File: src/rtl/perf_monitor.sv
`default_nettype none
// ============================================================================
//  Module      : perf_monitor
//  Description : Pipeline performance monitor. Counts run cycles, non-branch
//                stalls, IF/ID flushes and retired instructions while the CPU
//                is started, stopping after MAX_CYCLES counted cycles.
//                Counters saturate and never wrap. Any counter can be read
//                with a one-cycle request/valid handshake.
//  Parameters  : CNT_W       counter width in bits
//                MAX_CYCLES  counted cycles after which counting stops
//  Ports       : clk_i       clock, rising edge active
//                rst_i       asynchronous active-low reset
//                start_i     counting enabled while high
//                stall_i     hazard-unit stall request
//                branch_i    branch decoded in ID (its stalls are excluded)
//                flush_i     IF/ID flush
//                retire_i    instruction retiring with a write
//                clear_i     synchronous clear of counters and state
//                rd_req_i    read request pulse
//                rd_sel_i    0 cycle, 1 stall, 2 flush, 3 retire
//                rd_valid_o  read data valid pulse, one cycle after request
//                rd_data_o   selected counter value, 0 when not valid
//                done_o      high while MAX_CYCLES have been counted
//  Options     : PERF_SNAPSHOT_EN  when defined, counters are copied into
//                shadow registers on entry to DONE and reads return those
//  Revision    : 1.0  initial release
// ============================================================================
module perf_monitor #(
   parameter int CNT_W      = 32,
   parameter int MAX_CYCLES = 64
) (
   input  logic             clk_i,
   input  logic             rst_i,
   input  logic             start_i,
   input  logic             stall_i,
   input  logic             branch_i,
   input  logic             flush_i,
   input  logic             retire_i,
   input  logic             clear_i,
   input  logic             rd_req_i,
   input  logic [1:0]       rd_sel_i,
   output logic             rd_valid_o,
   output logic [CNT_W-1:0] rd_data_o,
   output logic             done_o
);

   localparam logic [1:0] c_ST_IDLE = 2'd0;
   localparam logic [1:0] c_ST_RUN  = 2'd1;
   localparam logic [1:0] c_ST_DONE = 2'd2;

   localparam logic [CNT_W-1:0] c_ONE     = CNT_W'(1);
   localparam logic [CNT_W-1:0] c_MAX_CNT = CNT_W'(MAX_CYCLES);
   // A limit beyond the counter's saturation value can never be hit; the
   // truncated compare value must then be ignored.
   localparam bit c_MAX_REACHABLE = (MAX_CYCLES > 0) &&
      (longint'(MAX_CYCLES) <= ((longint'(1) << CNT_W) - longint'(1)));

   logic [1:0]       r_state;
   logic [1:0]       w_state_next;
   logic [CNT_W-1:0] r_cycle;
   logic [CNT_W-1:0] r_stall;
   logic [CNT_W-1:0] r_flush;
   logic [CNT_W-1:0] r_retire;
   logic [CNT_W-1:0] w_cycle_next;
   logic [CNT_W-1:0] w_stall_next;
   logic [CNT_W-1:0] w_flush_next;
   logic [CNT_W-1:0] w_retire_next;
   logic [CNT_W-1:0] w_rd_val;
   logic             r_rd_valid;
   logic [CNT_W-1:0] r_rd_data;

   function automatic logic [CNT_W-1:0] sat_inc(input logic [CNT_W-1:0] v,
                                                input logic en);
      return (en && (v != '1)) ? (v + c_ONE) : v;
   endfunction

   // ------------------------------------------------------------------------
   // Next-state and counter update
   // ------------------------------------------------------------------------
   always_comb begin
      w_state_next  = r_state;
      w_cycle_next  = r_cycle;
      w_stall_next  = r_stall;
      w_flush_next  = r_flush;
      w_retire_next = r_retire;
      case (r_state)
         c_ST_IDLE: begin
            // The starting edge only arms the monitor; nothing is counted.
            if (start_i) begin
               w_state_next = c_ST_RUN;
            end
         end
         c_ST_RUN: begin
            if (!start_i) begin
               w_state_next = c_ST_IDLE;
            end else begin
               w_cycle_next  = sat_inc(r_cycle, 1'b1);
               w_stall_next  = sat_inc(r_stall, stall_i & ~branch_i);
               w_flush_next  = sat_inc(r_flush, flush_i);
               w_retire_next = sat_inc(r_retire, retire_i);
               if (c_MAX_REACHABLE && (w_cycle_next == c_MAX_CNT)) begin
                  w_state_next = c_ST_DONE;
               end
            end
         end
         c_ST_DONE: begin
            w_state_next = c_ST_DONE;
         end
         default: begin
            w_state_next = c_ST_IDLE;
         end
      endcase
   end

   always_ff @(posedge clk_i or negedge rst_i) begin
      if (!rst_i) begin
         r_state  <= c_ST_IDLE;
         r_cycle  <= '0;
         r_stall  <= '0;
         r_flush  <= '0;
         r_retire <= '0;
      end else if (clear_i) begin
         r_state  <= c_ST_IDLE;
         r_cycle  <= '0;
         r_stall  <= '0;
         r_flush  <= '0;
         r_retire <= '0;
      end else begin
         r_state  <= w_state_next;
         r_cycle  <= w_cycle_next;
         r_stall  <= w_stall_next;
         r_flush  <= w_flush_next;
         r_retire <= w_retire_next;
      end
   end

   // ------------------------------------------------------------------------
   // Read source: shadow copy or live counters
   // ------------------------------------------------------------------------
`ifdef PERF_SNAPSHOT_EN
   logic [CNT_W-1:0] r_sh_cycle;
   logic [CNT_W-1:0] r_sh_stall;
   logic [CNT_W-1:0] r_sh_flush;
   logic [CNT_W-1:0] r_sh_retire;
   logic             w_enter_done;

   // Capture the values as they will be after the edge that enters DONE.
   assign w_enter_done = (r_state == c_ST_RUN) && (w_state_next == c_ST_DONE);

   always_ff @(posedge clk_i or negedge rst_i) begin
      if (!rst_i) begin
         r_sh_cycle  <= '0;
         r_sh_stall  <= '0;
         r_sh_flush  <= '0;
         r_sh_retire <= '0;
      end else if (clear_i) begin
         r_sh_cycle  <= '0;
         r_sh_stall  <= '0;
         r_sh_flush  <= '0;
         r_sh_retire <= '0;
      end else if (w_enter_done) begin
         r_sh_cycle  <= w_cycle_next;
         r_sh_stall  <= w_stall_next;
         r_sh_flush  <= w_flush_next;
         r_sh_retire <= w_retire_next;
      end
   end

   always_comb begin
      w_rd_val = '0;
      case (rd_sel_i)
         2'd0:    w_rd_val = r_sh_cycle;
         2'd1:    w_rd_val = r_sh_stall;
         2'd2:    w_rd_val = r_sh_flush;
         default: w_rd_val = r_sh_retire;
      endcase
   end
`else
   always_comb begin
      w_rd_val = '0;
      case (rd_sel_i)
         2'd0:    w_rd_val = r_cycle;
         2'd1:    w_rd_val = r_stall;
         2'd2:    w_rd_val = r_flush;
         default: w_rd_val = r_retire;
      endcase
   end
`endif

   // ------------------------------------------------------------------------
   // Read response: registers hold pre-edge values, so a read coinciding
   // with an increment or a clear returns the value before that edge.
   // ------------------------------------------------------------------------
   always_ff @(posedge clk_i or negedge rst_i) begin
      if (!rst_i) begin
         r_rd_valid <= 1'b0;
         r_rd_data  <= '0;
      end else begin
         r_rd_valid <= rd_req_i;
         r_rd_data  <= rd_req_i ? w_rd_val : '0;
      end
   end

   assign rd_valid_o = r_rd_valid;
   assign rd_data_o  = r_rd_data;
   assign done_o     = (r_state == c_ST_DONE);

endmodule
`default_nettype wire
File: config.mk
export PLATFORM = sky130hd
export DESIGN_NAME = perf_monitor
export DESIGN_NICKNAME = d
export VERILOG_FILES = /design/src/rtl/perf_monitor.sv
export SDC_FILE = /design/constraint.sdc
export NUM_CORES = 1
export LEC_CHECK = 0
export ABC_AREA = 1
export ABC_CLOCK_PERIOD_IN_PS = 2550
export CAP_MARGIN = 5
export CORE_ASPECT_RATIO = 1.5
export CORE_MARGIN = 2
export CORE_UTILIZATION = 55
export DETAILED_ROUTE_END_ITERATION = 16
export PLACE_DENSITY = 0.74
export SLEW_MARGIN = 20
export SYNTH_ARGS = -nofsm -noshare
export SYNTH_HDL_FRONTEND = slang
export SYNTH_SLANG_ARGS = --single-unit
File: constraint.sdc
create_clock -name clk_i -period 2.55 [get_ports clk_i]
set_input_delay 0.6375 -clock clk_i [delete_from_list [all_inputs] [get_ports clk_i]]
set_output_delay 0.6375 -clock clk_i [all_outputs]
set_load 0.1 [all_outputs]
# --- Yosys cells after proc, flatten, opt, wreduce, memory -nomap -nowiden ---
# Index checks and enable logic that the tools add are counted.
totals:
  ff_bits: 163
  latch_bits: 0
  mem_bits_rw: 0
  rom_bits: 0
  elab_cells: 62
  n_memories: 0
op_classes:
  n_addsub: 4
  mul: 0
  div: 0
  n_lt_le_gt_ge: 0
  eq_ne: 11
  shift: 0
  mux: 23
  bitwise_logic: 2
  n_reduce_logical: 15
ops:
  columns: ["cell", "count"]
  rows:
  - ["32-bit 2-to-1 mux", 17]
  - ["32-bit by 1-bit adder with 32-bit output (second input constant)", 4]
  - ["32-bit != test (second input constant)", 4]
  - ["32-bit case mux with 3 select lines", 1]
  - ["32-bit by 7-bit equality test with 1-bit output (second input constant)", 1]
  - ["2-bit nonzero test", 5]
  - ["3-bit AND reduction", 3]
  - ["2-bit 2-to-1 mux", 4]
  - ["2-bit case mux with 3 select lines", 1]
  - ["2-bit by 1-bit equality test with 1-bit output (second input constant)", 2]
  - ["2-bit equality test (second input constant)", 2]
  - ["2-bit zero test", 2]
  - ["4-bit != test (second input constant)", 1]
  - ["2-bit AND reduction", 2]
  - ["1-bit logical AND", 3]
  - ["3-bit != test (second input constant)", 1]
  - ["1-bit bitwise AND", 1]
  - ["1-bit inverter", 1]

# --- Depth between registers and ports, before layout ---
logic_depth:
  word_depth: 7
  mapped_depth: 17
  mapped_depth_nobuf: 17

# --- Least setup slack after synthesis ---
# No wires, ideal clock.
synth_timing:
  path_kind: "register to output"
  startpoint: "register r_state[0]"
  endpoint: "output port done_o"
  t_arrival_ns: 1.663
  required_time_ns: 1.913
  setup_slack_ns: 0.249
  stages_incl_launch_ff: 2
  n_path_buf: 0
  path_cell_list: "dfrtp_1 > nor2_1"
synth_between:
  elab_chain_cells: 1
synth_rtl:
  columns: ["element", "line_no", "rtl"]
  rows:
  - ["from (decl)", "58", "logic [1:0] r_state;"]
  - ["from (signal assigned)", "117", "r_state <= c_ST_IDLE;"]
  - ["from (signal assigned)", "123", "r_state <= c_ST_IDLE;"]
  - ["from (signal assigned)", "129", "r_state <= w_state_next;"]
  - ["2-bit equality test", "206", "assign done_o = (r_state == c_ST_DONE);"]
  - ["to (decl)", "44", "output logic done_o"]
# No other way between the ends.

# --- Worst setup path in the final report ---
layout_timing:
  startpoint: "register r_cycle[0]"
  endpoint: "register r_state[1]"
layout_between:
  elab_chain_cells: 5
  elab_cells_between_ends: 6
  cone_classes: "add/sub (1); eq/ne (3); mux (1); reduce/logical (1)"
layout_rtl:
  columns: ["element", "line_no", "rtl"]
  rows:
  - ["from (decl)", "60", "logic [CNT_W-1:0] r_cycle;"]
  - ["from (signal assigned)", "130", "r_cycle <= w_cycle_next;"]
  - ["32-bit by 1-bit adder with 32-bit output / 32-bit != test (equally long branches)", "74", "return (en && (v != '1)) ? (v + c_ONE) : v;"]
  - ["32-bit 2-to-1 mux (*)", "74", null]
  - ["32-bit by 7-bit equality test with 1-bit output (*)", "101", "if (c_MAX_REACHABLE && (w_cycle_next == c_MAX_CNT)) begin"]
  - ["4-bit != test (no source line) (*)", null, null]
  - ["2-bit AND reduction (no source line) (*)", null, null]
# Mark *: on every way between the ends. The rest lies on a longest branch, timed or not.
# A chain may end at the register's enable or synchronous reset.

==> out/results.txt <==
worst setup path end = r_state[1]
Crit path arrival time = 2.78 ns
CTS root buf = clkbuf_16
final WL = 33.9 mm
Synth Instances = 1390
first-pass GRT wire length = 53.3 mm
total clock sinks = 163
Die ar. = 0.0190 mm^2
vias = 10200
Slew headroom = 0.630
1st-pass router iterations = 5
Crit. Startpoint = r_cycle[0]
r2r setup slk = 0.13 ns
Syn Area/Cell = 7.09 um^2
outcome = completed
Total Power = 0.00572 W
Final ANT Viol Nets = 0
# port buffers = 44
CP startpoint kind = register
Post-Place Worst Slack = -0.109 ns
yosys warns = 0
Setup-failing EPs final = 0
Final Non-Filler Cells = 1733
largest net degree at the start of global routing = 55
fraction of layout cells with a size suffix above 1 = 0.125
LEAKAGE = 5.08 nW
Post-synth EDFFs = 0
GRT Overall Usage = 0.367
Slew @ Worst Pin = 0.550 ns
total CTS buffers = 17
core area = 0.0178 mm^2
Crit path required time = 2.92 ns
reg2reg end = r_state[1]
most common cell after layout, fill and taps aside = nand2_1
number of vias per cell = 5.87
post-placement cell count = 1701
crit path kind = reg2reg
# hold bufs at CTS = 0
FMAX = 0.414 GHz
Worst R2R Start = r_cycle[0]
post-CTS setup buffer count = 0
Yosys cell types = 47
r2r worst-path depth = 16
sequential share of the synthesized area = 0.414
VDD IR-drop max = 454 uV
worst min path class = in2async
H-Tree Level Count = 4
syn nets = 1405
Max Root-Sink Buffers = 2
#FFs+latches synth = 163
Starting Density = 0.554
commonest non-fill, non-tap cells in the layout = 321 x nand2_1, 192 x inv_1, 163 x dfrtp_1
max_cap viols = 0
top_reg_cell synth = dfrtp_1
RSZ-0062 raised after global routing = no
antenna diode count = 0
clk_lat worst skew = 0.44 ns
vias in the first global route = 9878
period utilization = 0.948
Final Skew = 0.0121 ns
antenna violations before repair = 0
Area growth syn-to-layout = 18.0%
final-stage net count = 1518
Tmin final = 2.42 ns
CTS resizes = 0
post-DP HPWL = 26.8 mm
Top Metal Used = met4
TritonCTS clock tree = built
clock transition at the registers of the reported paths = 0.07 ns
Final Max Tran Viols = 0
Die X = 113 um
mapped cell area = 0.00986 mm^2
DR WL/cell = 19.6 um
ys async rst share = 1.00
Final Hold Fails = 0
multi-input combinational cell area = 0.00484 mm^2
DR iter-0 viols = 1181
setup ws final = 0.133 ns
Register Area = 0.00408 mm^2
Metal-1 WL = 12.2 mm
critical path peak fanout = 7
gr ovfl total = 0
filler instances = 1634
chip height = 168 um
metal3 WL = 2.13 mm
GPL Wtd Cong = 0.992
I/O Pins = 45
Rows = 60
WL met2 = 16.8 mm
pwr dens = 492 mW/mm^2
drc violations = 0
Crit. End Element = register
-- per-stage QoR --
stage / setup TNS, ns / utilization / hold WS, ns / instance area [um^2]
6_report: 0 / 0.654 / 0.120 / 11600
5_1_grt: 0 / 0.654 / 0.149 / 11600
2_1_floorplan: 0 / - / 0.342 / 9860
3_5_place_dp: -1.55 / 0.622 / 0.482 / 11100
3_3_place_gp: -0.122 / 0.622 / 0.491 / 11100
4_1_cts: 0 / 0.654 / 0.128 / 11600
-- logic make-up after synthesis --
group	after synthesis	synth area share
and+or+nand+nor	684	0.306
AOI/OAI and AO/OA	276	0.161
buffers and inverters	241	0.0950
DFF	163	0.414
xor gates and xnor gates	22	0.0195
adders and majority gates	4	0.00508
-- worst min-delay path by stage --
stage,from,end,slack [ns],cells past startpoint
6_report,rst_i,r_flush[17],0.12,1
5_1_grt,rst_i,r_flush[19],0.15,1
4_1_cts,rst_i,r_flush[19],0.13,1
3_5_place_dp,r_stall[25],r_stall[25],0.48,1
3_3_place_gp,r_stall[25],r_stall[25],0.49,1
2_1_floorplan,rst_i,r_cycle[0],0.34,0
-- routing by layer --
layer,vias to the layer above,track usage
met5,-,0
met4,0,0.248
met3,142,0.0464
met2,503,0.630
met1,4707,0.423
li1,4822,-
-- registers in the layout, summed over array words and instances (netlist names) --
register    count
r_state         2
r_flush        32
r_retire       32
rd_valid_o      1
r_stall        32
r_cycle        32
rd_data_o      32
-- worst max-delay path, stage by stage (launching register included) --
cell and delay, ns:
dfrtp_1 0.39, ha_1 0.32, inv_2 0.11, nor2_4 0.05, nand2_4 0.11, nor2_8 0.06, nand2_4 0.12, clkinv_2 0.18
nor3_1 0.26, nand2_1 0.09, clkinv_1 0.06, nand3_1 0.15, nor2_1 0.14, nand2_1 0.07, nand2_1 0.09, nand2_1 0.07
nor2_2 0.08
-- power by group --
group	switching, W	total [W]	internal (W)	leakage, nW
clock network	0.00110	0.00257	0.00148	0.278
logic	0.000396	0.000527	0.000131	2.54
registers	0.00000923	0.00262	0.00261	2.26
-- area by class of cell --
type / count / area share
multi-input combinational: 986 / 0.416
sequential: 163 / 0.351
timing repair buffer: 134 / 0.0952
inverter: 201 / 0.0649
clock buffer: 21 / 0.0387
tap: 217 / 0.0233
clock inverter: 11 / 0.0111
-- synth_stat cells (12+ instances only) --
cell,instances,area [um^2]
o221ai_1,20,175
nand3_1,69,345
inv_1,193,724
clkbuf_1,28,105
nand2_1,321,1200
xor2_1,17,149
o21ai_0,131,656
nor3_1,59,295
a21oi_1,70,350
nor4_1,16,100
nand4_1,30,188
dfrtp_1,163,4080
o211ai_1,12,90.1
nor2_1,155,582
No activity file was read; power rests on OpenSTA's default activity.
